`src/rtl/qsort_pkg.sv`:
```
// Shared types for the quicksort range-stack controller: FSM encoding,
// index-width helper and the stored [lo,hi] range record.
package qsort_pkg;

    // Internal range arithmetic width; wide enough that lo+1 and p+1 never
    // wrap for any practical K.
    localparam int RW = 16;

    typedef enum logic [2:0] {
        ST_IDLE       = 3'd0,
        ST_ISSUE      = 3'd1,
        ST_OFFER      = 3'd2,
        ST_WAIT_PIVOT = 3'd3,
        ST_PUSH_A     = 3'd4,
        ST_PUSH_B     = 3'd5,
        ST_DONE       = 3'd6
    } state_e;

    typedef struct packed {
        logic [RW-1:0] lo;
        logic [RW-1:0] hi;
    } range_t;

    // Index/count width for a K-element array.
    function automatic int idx_w(input int k);
        return $clog2(k) + 1;
    endfunction

endpackage

```
`src/rtl/range_lifo.sv`:
```
// DEPTH-entry LIFO of [lo,hi] ranges with clear, push, pop and occupancy.
module range_lifo
    import qsort_pkg::*;
#(
    parameter  int DEPTH = 8,
    localparam int LW    = $clog2(DEPTH + 1)
) (
    input  logic          clk,
    input  logic          rst,
    input  logic          clr,
    input  logic          push,
    input  logic          pop,
    input  range_t        din,
    output range_t        dout,
    output logic          full,
    output logic          empty,
    output logic [LW-1:0] level
);

    localparam int IW = (DEPTH > 1) ? $clog2(DEPTH) : 1;

    range_t          mem_q [DEPTH];
    range_t          mem_d [DEPTH];
    logic [LW-1:0]   cnt_q, cnt_d;
    logic [LW-1:0]   cnt_base;
    logic [IW-1:0]   wr_idx;
    logic [IW-1:0]   rd_idx;

    assign full   = (cnt_q == LW'(DEPTH));
    assign empty  = (cnt_q == '0);
    assign level  = cnt_q;
    assign rd_idx = IW'(cnt_q - LW'(1));
    assign dout   = empty ? '0 : mem_q[rd_idx];

    // Clear takes effect first so a clear+push lands the entry in slot 0.
    always_comb begin
        mem_d    = mem_q;
        cnt_d    = cnt_q;
        cnt_base = clr ? '0 : cnt_q;
        wr_idx   = IW'(cnt_base);
        if (push && (cnt_base != LW'(DEPTH))) begin
            mem_d[wr_idx] = din;
            cnt_d         = cnt_base + LW'(1);
        end else if (clr) begin
            cnt_d = '0;
        end else if (pop && !empty) begin
            cnt_d = cnt_q - LW'(1);
        end
    end

    // Storage and pointer registers.
    always_ff @(posedge clk or posedge rst) begin
        if (rst) begin
            cnt_q <= '0;
            for (int i = 0; i < DEPTH; i++) mem_q[i] <= '0;
        end else begin
            cnt_q <= cnt_d;
            mem_q <= mem_d;
        end
    end

endmodule

```
`src/rtl/qsort_range_stack.sv`:
```
// Range-stack controller for iterative quicksort: issues [lo,hi] ranges to the
// partition engine and pushes the non-trivial sub-ranges, larger first.
module qsort_range_stack
    import qsort_pkg::*;
#(
    parameter  int K     = 10,
    parameter  int DEPTH = 8,
    localparam int S     = idx_w(K),
    localparam int LW    = $clog2(DEPTH + 1)
) (
    input  logic          clk,
    input  logic          rst,
    input  logic          start,
    output logic          range_valid,
    input  logic          range_ready,
    output logic [S-1:0]  range_lo,
    output logic [S-1:0]  range_hi,
    output logic [S-1:0]  range_cnt,
    input  logic          pivot_valid,
    input  logic [S-1:0]  pivot_idx,
    output logic          busy,
    output logic          done,
    output logic          error,
    output logic [LW-1:0] level
);

    state_e         state_q, state_d;
    logic [RW-1:0]  lo_q, lo_d, hi_q, hi_d;
    range_t         pa_q, pa_d, pb_q, pb_d;
    logic           err_q, err_d;

    logic           st_clr, st_push, st_pop, st_full, st_empty;
    range_t         push_data, top;

    logic [RW-1:0]  p;
    logic           l_ok, r_ok, bad;
    logic [RW-1:0]  l_sz, r_sz;
    range_t         left_r, right_r;

    range_lifo #(.DEPTH(DEPTH)) u_lifo (
        .clk   (clk),
        .rst   (rst),
        .clr   (st_clr),
        .push  (st_push),
        .pop   (st_pop),
        .din   (push_data),
        .dout  (top),
        .full  (st_full),
        .empty (st_empty),
        .level (level)
    );

    // Sub-range qualification: compare in the wide domain before any
    // subtraction, so p=0 or p=hi never produces a wrapped bound.
    always_comb begin
        p          = RW'(pivot_idx);
        bad        = (p < lo_q) || (p > hi_q);
        l_ok       = (p > lo_q + RW'(1));
        r_ok       = (hi_q > p + RW'(1));
        l_sz       = p - lo_q;
        r_sz       = hi_q - p;
        left_r.lo  = lo_q;
        left_r.hi  = p - RW'(1);
        right_r.lo = p + RW'(1);
        right_r.hi = hi_q;
    end

    // Next-state and stack control.
    always_comb begin
        state_d   = state_q;
        lo_d      = lo_q;
        hi_d      = hi_q;
        pa_d      = pa_q;
        pb_d      = pb_q;
        err_d     = err_q;
        st_clr    = 1'b0;
        st_push   = 1'b0;
        st_pop    = 1'b0;
        push_data = pb_q;
        case (state_q)
            ST_IDLE, ST_DONE: begin
                if (start) begin
                    err_d = 1'b0;
                    if (K >= 2) begin
                        st_clr       = 1'b1;
                        st_push      = 1'b1;
                        push_data.lo = '0;
                        push_data.hi = RW'(K - 1);
                        state_d      = ST_ISSUE;
                    end else begin
                        state_d = ST_DONE;
                    end
                end
            end
            ST_ISSUE: begin
                if (st_empty) begin
                    state_d = ST_DONE;
                end else begin
                    st_pop  = 1'b1;
                    lo_d    = top.lo;
                    hi_d    = top.hi;
                    state_d = ST_OFFER;
                end
            end
            ST_OFFER: begin
                if (range_ready) state_d = ST_WAIT_PIVOT;
            end
            ST_WAIT_PIVOT: begin
                if (pivot_valid) begin
                    if (bad) begin
                        err_d   = 1'b1;
                        state_d = ST_DONE;
                    end else if (l_ok && r_ok) begin
                        // Larger pushed first so the smaller sits on top.
                        if (l_sz >= r_sz) begin
                            pa_d = left_r;
                            pb_d = right_r;
                        end else begin
                            pa_d = right_r;
                            pb_d = left_r;
                        end
                        state_d = ST_PUSH_A;
                    end else if (l_ok) begin
                        pb_d    = left_r;
                        state_d = ST_PUSH_B;
                    end else if (r_ok) begin
                        pb_d    = right_r;
                        state_d = ST_PUSH_B;
                    end else begin
                        state_d = ST_ISSUE;
                    end
                end
            end
            ST_PUSH_A: begin
                if (st_full) begin
                    err_d   = 1'b1;
                    state_d = ST_DONE;
                end else begin
                    st_push   = 1'b1;
                    push_data = pa_q;
                    state_d   = ST_PUSH_B;
                end
            end
            ST_PUSH_B: begin
                if (st_full) begin
                    err_d   = 1'b1;
                    state_d = ST_DONE;
                end else begin
                    st_push   = 1'b1;
                    push_data = pb_q;
                    state_d   = ST_ISSUE;
                end
            end
            default: state_d = ST_IDLE;
        endcase
    end

    // Controller registers.
    always_ff @(posedge clk or posedge rst) begin
        if (rst) begin
            state_q <= ST_IDLE;
            lo_q    <= '0;
            hi_q    <= '0;
            pa_q    <= '0;
            pb_q    <= '0;
            err_q   <= 1'b0;
        end else begin
            state_q <= state_d;
            lo_q    <= lo_d;
            hi_q    <= hi_d;
            pa_q    <= pa_d;
            pb_q    <= pb_d;
            err_q   <= err_d;
        end
    end

    // Range outputs are zero outside OFFER so reset leaves every output at 0.
    always_comb begin
        range_valid = (state_q == ST_OFFER);
        range_lo    = range_valid ? lo_q[S-1:0] : '0;
        range_hi    = range_valid ? hi_q[S-1:0] : '0;
        range_cnt   = range_valid ? S'(hi_q - lo_q + RW'(1)) : '0;
        busy        = (state_q != ST_IDLE) && (state_q != ST_DONE);
        done        = (state_q == ST_DONE);
        error       = err_q;
    end

endmodule
```
`config.mk`:
```
export PLATFORM = sky130hd
export DESIGN_NAME = qsort_range_stack
export DESIGN_NICKNAME = d
export VERILOG_FILES = /design/src/rtl/qsort_pkg.sv /design/src/rtl/range_lifo.sv /design/src/rtl/qsort_range_stack.sv
export SDC_FILE = /design/constraint.sdc
export NUM_CORES = 1
export LEC_CHECK = 0
export CAP_MARGIN = 10
export CORE_UTILIZATION = 47
export CTS_CLUSTER_SIZE = 25
export DETAILED_ROUTE_END_ITERATION = 8
export PLACE_DENSITY_LB_ADDON = 0.1
export SLEW_MARGIN = 20
export SYNTH_ARGS = -nofsm -noshare
export SYNTH_HDL_FRONTEND = slang
export SYNTH_SLANG_ARGS = --single-unit
```
`constraint.sdc`:
```
create_clock -name clk -period 13.9 [get_ports clk]
set_clock_uncertainty 0.15 [all_clocks]
set_input_delay 1.39 -clock clk [delete_from_list [all_inputs] [get_ports clk]]
set_output_delay 1.39 -clock clk [all_outputs]
set_load 0.05 [all_outputs]
```
==> results.toml, run 1 <==
[status]
outcome = "complete, no violations"

[synth]
synth_flop_cell = "dfrtp_1"
syn_area_um2 = 17700
ys_seq_elements = 360
synth_top_area_cell = "dfrtp_1"
synth_fp_nets = 1793
synth-async-reset-ratio_pct = 100
ys_types = 68
synth.top_cell.area_share_pct = 51.0
syn-instance-count = 1728
synth-warning-count = 0
synth.area.top_cells = "dfrtp_1 51%, mux4_2 8.2%, a21oi_1 7.6%, nor2_1 5.8%, ha_1 3.7%"
yosysMostFrequentCell = "dfrtp_1"
synth_seq_area_share_pct = 51.0
synth_common_cells = "360 x dfrtp_1, 275 x nor2_1, 268 x a21oi_1"
avgSynthCellArea_um2 = 10.2
synth-edff-count = 0

[sta]
maxSlewHeadroom_pct = 29.8
report.final.slew_viol_count = 0
finalSetupViolCount = 0
worst_pin_slew_ns = 1.05
grt_setup_unrepaired = "false"
setup_tns_ns = 0
hold_viol_final = 0
timing.fmax_mhz = 160
finalCritPeriodShare_pct = 45.0
finalCriticalPeriod_ns = 6.26

[layout]
nets = 1774
area_growth_pct = 11.7
final-seq-area_um2 = 9010
nFillCells = 3286
n_antenna_cell = 0
fin_util_pct = 53.7
drive_above_1_share_pct = 10.5
multi_input_area_um2 = 8090

[grt]
grt_max_degree = 169
grt.overflow.total = 0
antenna_found_initial = 0
grt_pass1_vias = 12600
grt_usage_pct = 24.3
grt_pass1_wl_um = 72100

[routing]
route.vias.total = 12600
initialDrtViolationCount = 877
ant_nets = 0
vias_per_cell = 5.71
postRouteWirelength_um = 44600
drc = 0
routedWlPerCell_um = 20.2
firstDrtPassIters = 4

[placement]
place_congestion = 0.908
dp_hpwl_um = 27500
port_buffers = 32

[setup_path]
start_kind = "primary input"
cp_data_required_time_ns = 14.14
cp-end-kind = "flop"
worst-setup-path-type = "in -> reg"
setup.worst_path.start = "pivot_idx[2]"
r2r_cells = 18
path_max_fanout = 21
crit_arrival_ns = 6.50
r2r-start = "lo_q[1]"
ff2ff_setup_slack_ns = 8.56

[clocking]
cts_root_buf = "clkbuf_16"
post_cts_resized = 0
cts.clk_slew.worst_paths_ns = 0.06
post-cts-setup-buffers = 0
postCtsHoldBufs = 0
cts_tree = "yes"
cts_buffers = 41
cts_sinks = 360
cts-htree-levels = 2
clockBufferDepth = 3
insertion_delay_ns = 0.55

[floorplan]
die_area_um2 = 38400
die_x_um = 196
fp.dieH_um = 196
start_util_pct = 48.1
rows = 70
core-area_um2 = 36800
ios = 33

[power_and_ir_drop]
power_density_nw_per_um2 = 250
max-vdd-ir-drop_mv = 0.141
total_power_mw = 4.95
power.leakage_nw = 8.81

[worst_hold_path]
worstHoldPathCells = 2
min-delay-path-class = "reg -> reg"
hp-start = "u_lifo.mem_q[219]"

[job]
maxCapViolations = 0
worst paths after layout:
kind	to
min in group asynchronous	error
max in group asynchronous	u_lifo.mem_q[233]
max	pb_q[15]
min reg2reg	u_lifo.mem_q[219]
max reg2reg	pb_q[15]
min	u_lifo.mem_q[219]
cells by family (layout without fill, tap and decap cells):
kind of cell | count (synthesis) | in the layout | share of synthesized area, %
AO/OA/AOI/OAI | 481 | 481 | 15.5
XOR/XNOR | 38 | 38 | 1.88
adder cells (fa/ha/maj) | 55 | 55 | 4.02
buffers and inverters | 177 | 188 | 3.96
flip-flops | 360 | 360 | 51.0
multiplexers | 117 | 117 | 11.3
AND/OR/NAND/NOR | 500 | 500 | 12.4
registers in the layout, summed over array words and instances (netlist names):
name,flops
state_q,3
hi_q,16
lo_q,16
u_lifo.level,4
error,1
u_lifo.mem_q,256
pb_q,32
pa_q,32
cell usage in the layout, fill, tap and decap left out, drive strengths merged, types with 45 or more instances in the layout:
cell type and instances:
a21oi 268, clkbuf 58, dfrtp 360, ha 52, inv 62, mux2i 45
mux4 64, nand2 100, nor2 275, o21ai 96
area by class of cell:
type	instances	area share, %
flip-flops and latches	360	45.6
multi-input cells	1191	40.9
clock buffers	58	6.02
well taps	468	2.96
repair buffers	55	2.58
inverters	60	1.18
clock inverters	15	0.697
metrics by stage:
| step | instance area, um2 | worst slack, ns | hold WS [ns] | std cells |
|---|---|---|---|---|
| 2_1_floorplan | 17700 | 2.37 | 0.295 | 1728 |
| 3_3_place_gp | 18400 | 7.34 | 0.307 | 2133 |
| 3_5_place_dp | 18400 | 7.18 | 0.319 | 2133 |
| 4_1_cts | 19700 | 7.75 | 0.332 | 2206 |
| 5_1_grt | 19800 | 7.22 | 0.347 | 2207 |
| 6_report | 19800 | 7.64 | 0.326 | 2207 |
where the power goes:
group	internal (mW)	leakage (nW)	switching [mW]
Clock	0.633	0.658	0.436
Combinational	0.943	3.50	1.20
Sequential	1.44	4.65	0.300
Total	3.01	8.81	1.93
critical path, stage by stage:
cell and delay (ns):
clkdlybuf4s50_1 0.68, inv_1 0.14, ha_1 0.35, nor2b_1 0.16, o31a_1 0.28, nor3_1 0.29
nand3_1 0.23, nor3_1 0.22, xnor2_1 0.15, ha_1 0.26, and4_1 0.22, a221o_1 0.34
a21oi_1 0.24, o31ai_2 0.10, buf_4 0.21, a211o_1 0.46, nor2_1 0.67, a211oi_1 0.12
routing by layer:
| layer | track usage, % | wire [um] | vias up |
|---|---|---|---|
| met1 | 34.9 | 20800 | 6228 |
| met3 | 3.11 | 1780 | 74 |
| met5 | 0 | 0 | - |
| met2 | 38.4 | 20900 | 249 |
| li1 | - | - | 6046 |
| met4 | 8.22 | 1200 | 0 |
No activity file was read; power rests on OpenSTA's default activity.
==> run 2, diff against run 1 <==
==> constraint.sdc (replaced) <==
create_clock -name clk -period 5 [get_ports clk]
set_clock_uncertainty 0.15 [all_clocks]
set_input_delay 0.5 -clock clk [delete_from_list [all_inputs] [get_ports clk]]
set_output_delay 0.5 -clock clk [all_outputs]
set_load 0.05 [all_outputs]
==> results.toml, run 2 (same netlist as run 1, synthesis figures left out) <==
[placement]
port_buffers = 32
dp_hpwl_um = 28500
dp_slack_ns = 0.0211
place_congestion = 0.923
dp_cells = 2160

[sta]
report.final.slew_viol_count = 0
fin_ws_ns = 0.445
grt_setup_unrepaired = "false"
maxSlewHeadroom_pct = 24.4
finalSetupViolCount = 0
finalCriticalPeriod_ns = 4.56
worst_pin_slew_ns = 1.13
hold_viol_final = 0
timing.fmax_mhz = 220
finalCritPeriodShare_pct = 91.1

[layout]
regMostFlops = "u_lifo.mem_q"
drive_above_1_share_pct = 11.7
n_antenna_cell = 0
final-seq-area_um2 = 9010
nFillCells = 3272
largest_reg_flops = 256
fin_cells = 2235
area_growth_pct = 13.4
multi_input_area_um2 = 8090
mostFrequentLayoutCells = "359 x dfrtp_1, 272 x nor2_1, 268 x a21oi_1, 100 x nand2_1, 91 x o21ai_0"
fin_util_pct = 54.5
top_regs = "u_lifo.mem_q x256, pa_q x32, pb_q x32"
layout_commonest_cell = "dfrtp_1"
nets = 1800

[grt]
grt_pass1_vias = 12900
antenna_found_initial = 0
grt_usage_pct = 25.0
grt_pass1_wl_um = 73800
grt_max_degree = 134
grt.overflow.total = 0

[routing]
ant_nets = 0
vias_per_cell = 5.73
drc = 0
route.vias.total = 12800
routedWlPerCell_um = 20.4
postRouteWirelength_um = 45600
initialDrtViolationCount = 849
firstDrtPassIters = 5

[floorplan]
fp.dieH_um = 196
rows = 70
start_util_pct = 48.1
die_x_um = 196
ios = 33
die_area_um2 = 38400
core-area_um2 = 36800

[clocking]
cts_sinks = 360
cts_root_buf = "clkbuf_16"
cts_tree = "yes"
post_cts_resized = 0
insertion_delay_ns = 0.57
cts_buffers = 41
cts.clk_slew.worst_paths_ns = 0.06
cts-htree-levels = 2
postCtsHoldBufs = 0
clockBufferDepth = 3
post-cts-setup-buffers = 0

[setup_path]
setup.worst_path.start = "hi_q[0]"
cp-end-kind = "flop"
r2r-start = "hi_q[0]"
path_cells = "inv_1 -> ha_1 -> fa_1 -> nor2b_1 -> o31a_1 -> nor3_1 -> nand3_1 -> nor3_1 -> xnor2_1 -> ha_1 -> and4_1 -> a221o_1 -> a21oi_1 -> o31ai_2 -> o211a_1 -> buf_4 -> a211oi_1"
worst-setup-path-type = "reg -> reg"
crit_path_top_delay_cell = "dfrtp_1"
cp_data_required_time_ns = 5.31
ff2ff_setup_slack_ns = 0.44
path_max_fanout = 12
endpoint = "pb_q[11]"
r2r_cells = 17
reg2reg_to = "pb_q[11]"
start_kind = "flop"
crit_arrival_ns = 4.86
slowest_delay_ns = 0.42

[job]
maxCapViolations = 0

[power_and_ir_drop]
power_density_nw_per_um2 = 700
power.leakage_nw = 8.97
max-vdd-ir-drop_mv = 0.302

[status]
outcome = "complete, no violations"

[worst_hold_path]
min-delay-path-class = "in -> async"
==> run 2: cell type report <==
class,count,area share [%]
clock buffers,65,6.27
clock inverters,10,0.655
inverters,60,1.14
multi-input cells,1191,40.3
flip-flops and latches,360,44.9
well taps,468,2.92
repair buffers,81,3.74
==> run 2: worst max-delay path, delay by kind of cell, from the launching register on <==
kind                     cells  cell delay [ns]
buffers and inverters        2             0.46
adder cells (fa/ha/maj)      3             0.73
AND/OR/NAND/NOR              5             0.91
XOR/XNOR                     1             0.17
flip-flops                   1             0.42
AO/OA/AOI/OAI                6             1.63
==> run 2: metrics by stage <==
stage                     total power [mW]  hold WS (ns)  setup TNS [ns]  area, um2
final                                 14.0         0.104               0      20100
after floorplan                       9.20         0.295         -171.46      17700
after CTS                             14.2        0.0796               0      20100
after global placement                10.9         0.306               0      18700
after detailed placement              11.1         0.320               0      18700
after global routing                  15.1         0.121               0      20100
==> run 2: power breakdown <==
| group | leakage [nW] | internal, mW | switching, mW |
|---|---|---|---|
| logic | 3.64 | 2.73 | 3.55 |
| clock network | 0.678 | 1.84 | 1.21 |
| registers | 4.65 | 4.00 | 0.723 |
==> run 2: how the worst min path moves through the flow <==
stage	from	endpoint	slack, ns	cells after the start
global route	rst	pb_q[24]	0.12	2
floorplan	u_lifo.mem_q[207]	u_lifo.mem_q[207]	0.29	2
global placement	u_lifo.mem_q[201]	u_lifo.mem_q[201]	0.31	2
CTS	rst	pb_q[24]	0.08	2
detailed placement	u_lifo.mem_q[205]	u_lifo.mem_q[205]	0.32	2
finish	rst	pb_q[24]	0.10	2
==> run 2: layer usage <==
layer	vias up	GRT usage [%]	routed length [um]
met4	0	9.69	1470
li1	6105	-	-
met5	-	0	0
met3	76	3.80	1870
met2	269	39.6	21200
met1	6364	34.8	21000
==> run 3, diff against run 2 <==
--- a/config.mk
+++ b/config.mk
@@ -10,7 +10,7 @@
 export CTS_CLUSTER_SIZE = 25
 export DETAILED_ROUTE_END_ITERATION = 8
 export PLACE_DENSITY_LB_ADDON = 0.1
-export SLEW_MARGIN = 20
 export SYNTH_ARGS = -nofsm -noshare
 export SYNTH_HDL_FRONTEND = slang
 export SYNTH_SLANG_ARGS = --single-unit
+export TNS_END_PERCENT = 10
==> constraint.sdc (replaced) <==
create_clock -name clk -period 4.6 [get_ports clk]
set_clock_uncertainty 0.15 [all_clocks]
set_input_delay 0.46 -clock clk [delete_from_list [all_inputs] [get_ports clk]]
set_output_delay 0.46 -clock clk [all_outputs]
set_load 0.05 [all_outputs]
==> results.toml, run 3 (same netlist as run 1, synthesis figures left out) <==
[status]
outcome = "complete, no violations"

[layout]
top_regs = "u_lifo.mem_q x256, pa_q x32, pb_q x32"
nets = 1826
largest_reg_flops = 256
drive_above_1_share_pct = 12.9
final_cell_area_um2 = 20300
mostFrequentLayoutCells = "359 x dfrtp_1, 272 x nor2_1, 267 x a21oi_1, 100 x nand2_1, 91 x o21ai_0"
regMostFlops = "u_lifo.mem_q"
area_growth_pct = 14.7
fin_util_pct = 55.1
fin_cells = 2256
layout_commonest_cell = "dfrtp_1"
n_antenna_cell = 0

[sta]
setup_tns_ns = 0
finalCriticalPeriod_ns = 4.28
fin_ws_ns = 0.324
report.final.slew_viol_count = 0
grt_setup_unrepaired = "false"
finalSetupViolCount = 0
finalCritPeriodShare_pct = 93.0
worst_pin_slew_ns = 1.05
whs_ns = 0.200
hold_viol_final = 0
timing.fmax_mhz = 234
maxSlewHeadroom_pct = 29.9

[routing]
initialDrtViolationCount = 925
route.vias.total = 13000
drc = 0
firstDrtPassIters = 5
routedWlPerCell_um = 20.5
ant_nets = 0
postRouteWirelength_um = 46200
vias_per_cell = 5.75

[setup_path]
r2r_cells = 17
path_max_fanout = 8
ff2ff_setup_slack_ns = 0.32
crit_arrival_ns = 4.58
worst-setup-path-type = "reg -> reg"
cp_data_required_time_ns = 4.91
reg2reg_to = "pb_q[2]"
start_kind = "flop"
r2r-start = "hi_q[0]"
cp-end-kind = "flop"

[grt]
grt_pass1_wl_um = 74700
antenna_found_initial = 0
grt_max_degree = 109
grt.overflow.total = 0
grt_pass1_vias = 13100
grt_usage_pct = 25.2

[placement]
place_congestion = 0.899
placed_area_um2 = 18900
dp_hpwl_um = 29500
dp_slack_ns = -0.117
dp_cells = 2185
port_buffers = 32

[clocking]
cts.clk_slew.worst_paths_ns = 0.06
cts_root_buf = "clkbuf_16"
cts_tree = "yes"
cts-htree-levels = 2
insertion_delay_ns = 0.56
clockBufferDepth = 3
cts_buffers = 41
cts_sinks = 360
postCtsHoldBufs = 0

[power_and_ir_drop]
power.leakage_nw = 9.09
power_density_nw_per_um2 = 754
max-vdd-ir-drop_mv = 0.328
total_power_mw = 15.3

[floorplan]
start_util_pct = 48.1
fp.dieH_um = 196
die_x_um = 196
die_area_um2 = 38400
core-area_um2 = 36800
ios = 33
rows = 70

[worst_hold_path]
min-delay-path-class = "in -> async"

[job]
maxCapViolations = 0
-- run 3: final cells by class --
cell class | count | area (um2)
fillers | 3215 | 16500
inverters | 60 | 229
clock inverters | 8 | 75.1
clock buffers | 62 | 1240
repair buffers | 107 | 1030
multi-input cells | 1191 | 8110
well taps | 468 | 586
flip-flops and latches | 360 | 9010
-- run 3: how the worst max path moves through the flow --
stage	from	end	slack, ns
floorplan	rst	error	-0.84
global placement	pivot_idx[2]	pb_q[18]	-0.06
detailed placement	pivot_idx[1]	pb_q[1]	-0.12
CTS	hi_q[0]	pb_q[18]	0.21
global route	lo_q[1]	pb_q[18]	0.03
finish	hi_q[0]	pb_q[2]	0.32
-- run 3: routing by layer --
| layer | routed length [um] | GRT usage, % | vias to the layer above |
|---|---|---|---|
| li1 | - | - | 6143 |
| met4 | 1240 | 8.42 | 0 |
| met1 | 21500 | 35.7 | 6470 |
| met2 | 21700 | 40.5 | 286 |
| met5 | 0 | 0 | - |
| met3 | 1770 | 2.87 | 74 |
-- run 3: timing repair --
item                                   4_1_cts  5_1_grt
setup endpoints to repair                    0       38
endpoints found under the hold margin        0        0
gates resized for setup                      0        3
setup buffers                                0        1
-- run 3: where the power goes --
part | leakage [nW] | switching, mW | internal, mW | total (mW)
combinational | 3.80 | 3.90 | 3.05 | 6.95
sequential | 4.65 | 0.792 | 4.34 | 5.13
clock | 0.645 | 1.30 | 1.90 | 3.21
total | 9.09 | 5.99 | 9.29 | 15.3
-- run 3: worst max-delay path, cell delays in order (launching register included) --
cell and delay [ns]:
dfrtp_1 0.43, inv_1 0.22, ha_1 0.24, fa_1 0.20, nor2b_1 0.06, o31a_1 0.28, nor3_2 0.19, nand3_1 0.13
nor3_1 0.19, xnor2_1 0.16, ha_1 0.26, and4_1 0.22, a221o_1 0.36, a21oi_2 0.23, o31ai_4 0.12, o211a_1 0.31
buf_4 0.20, a211oi_1 0.24
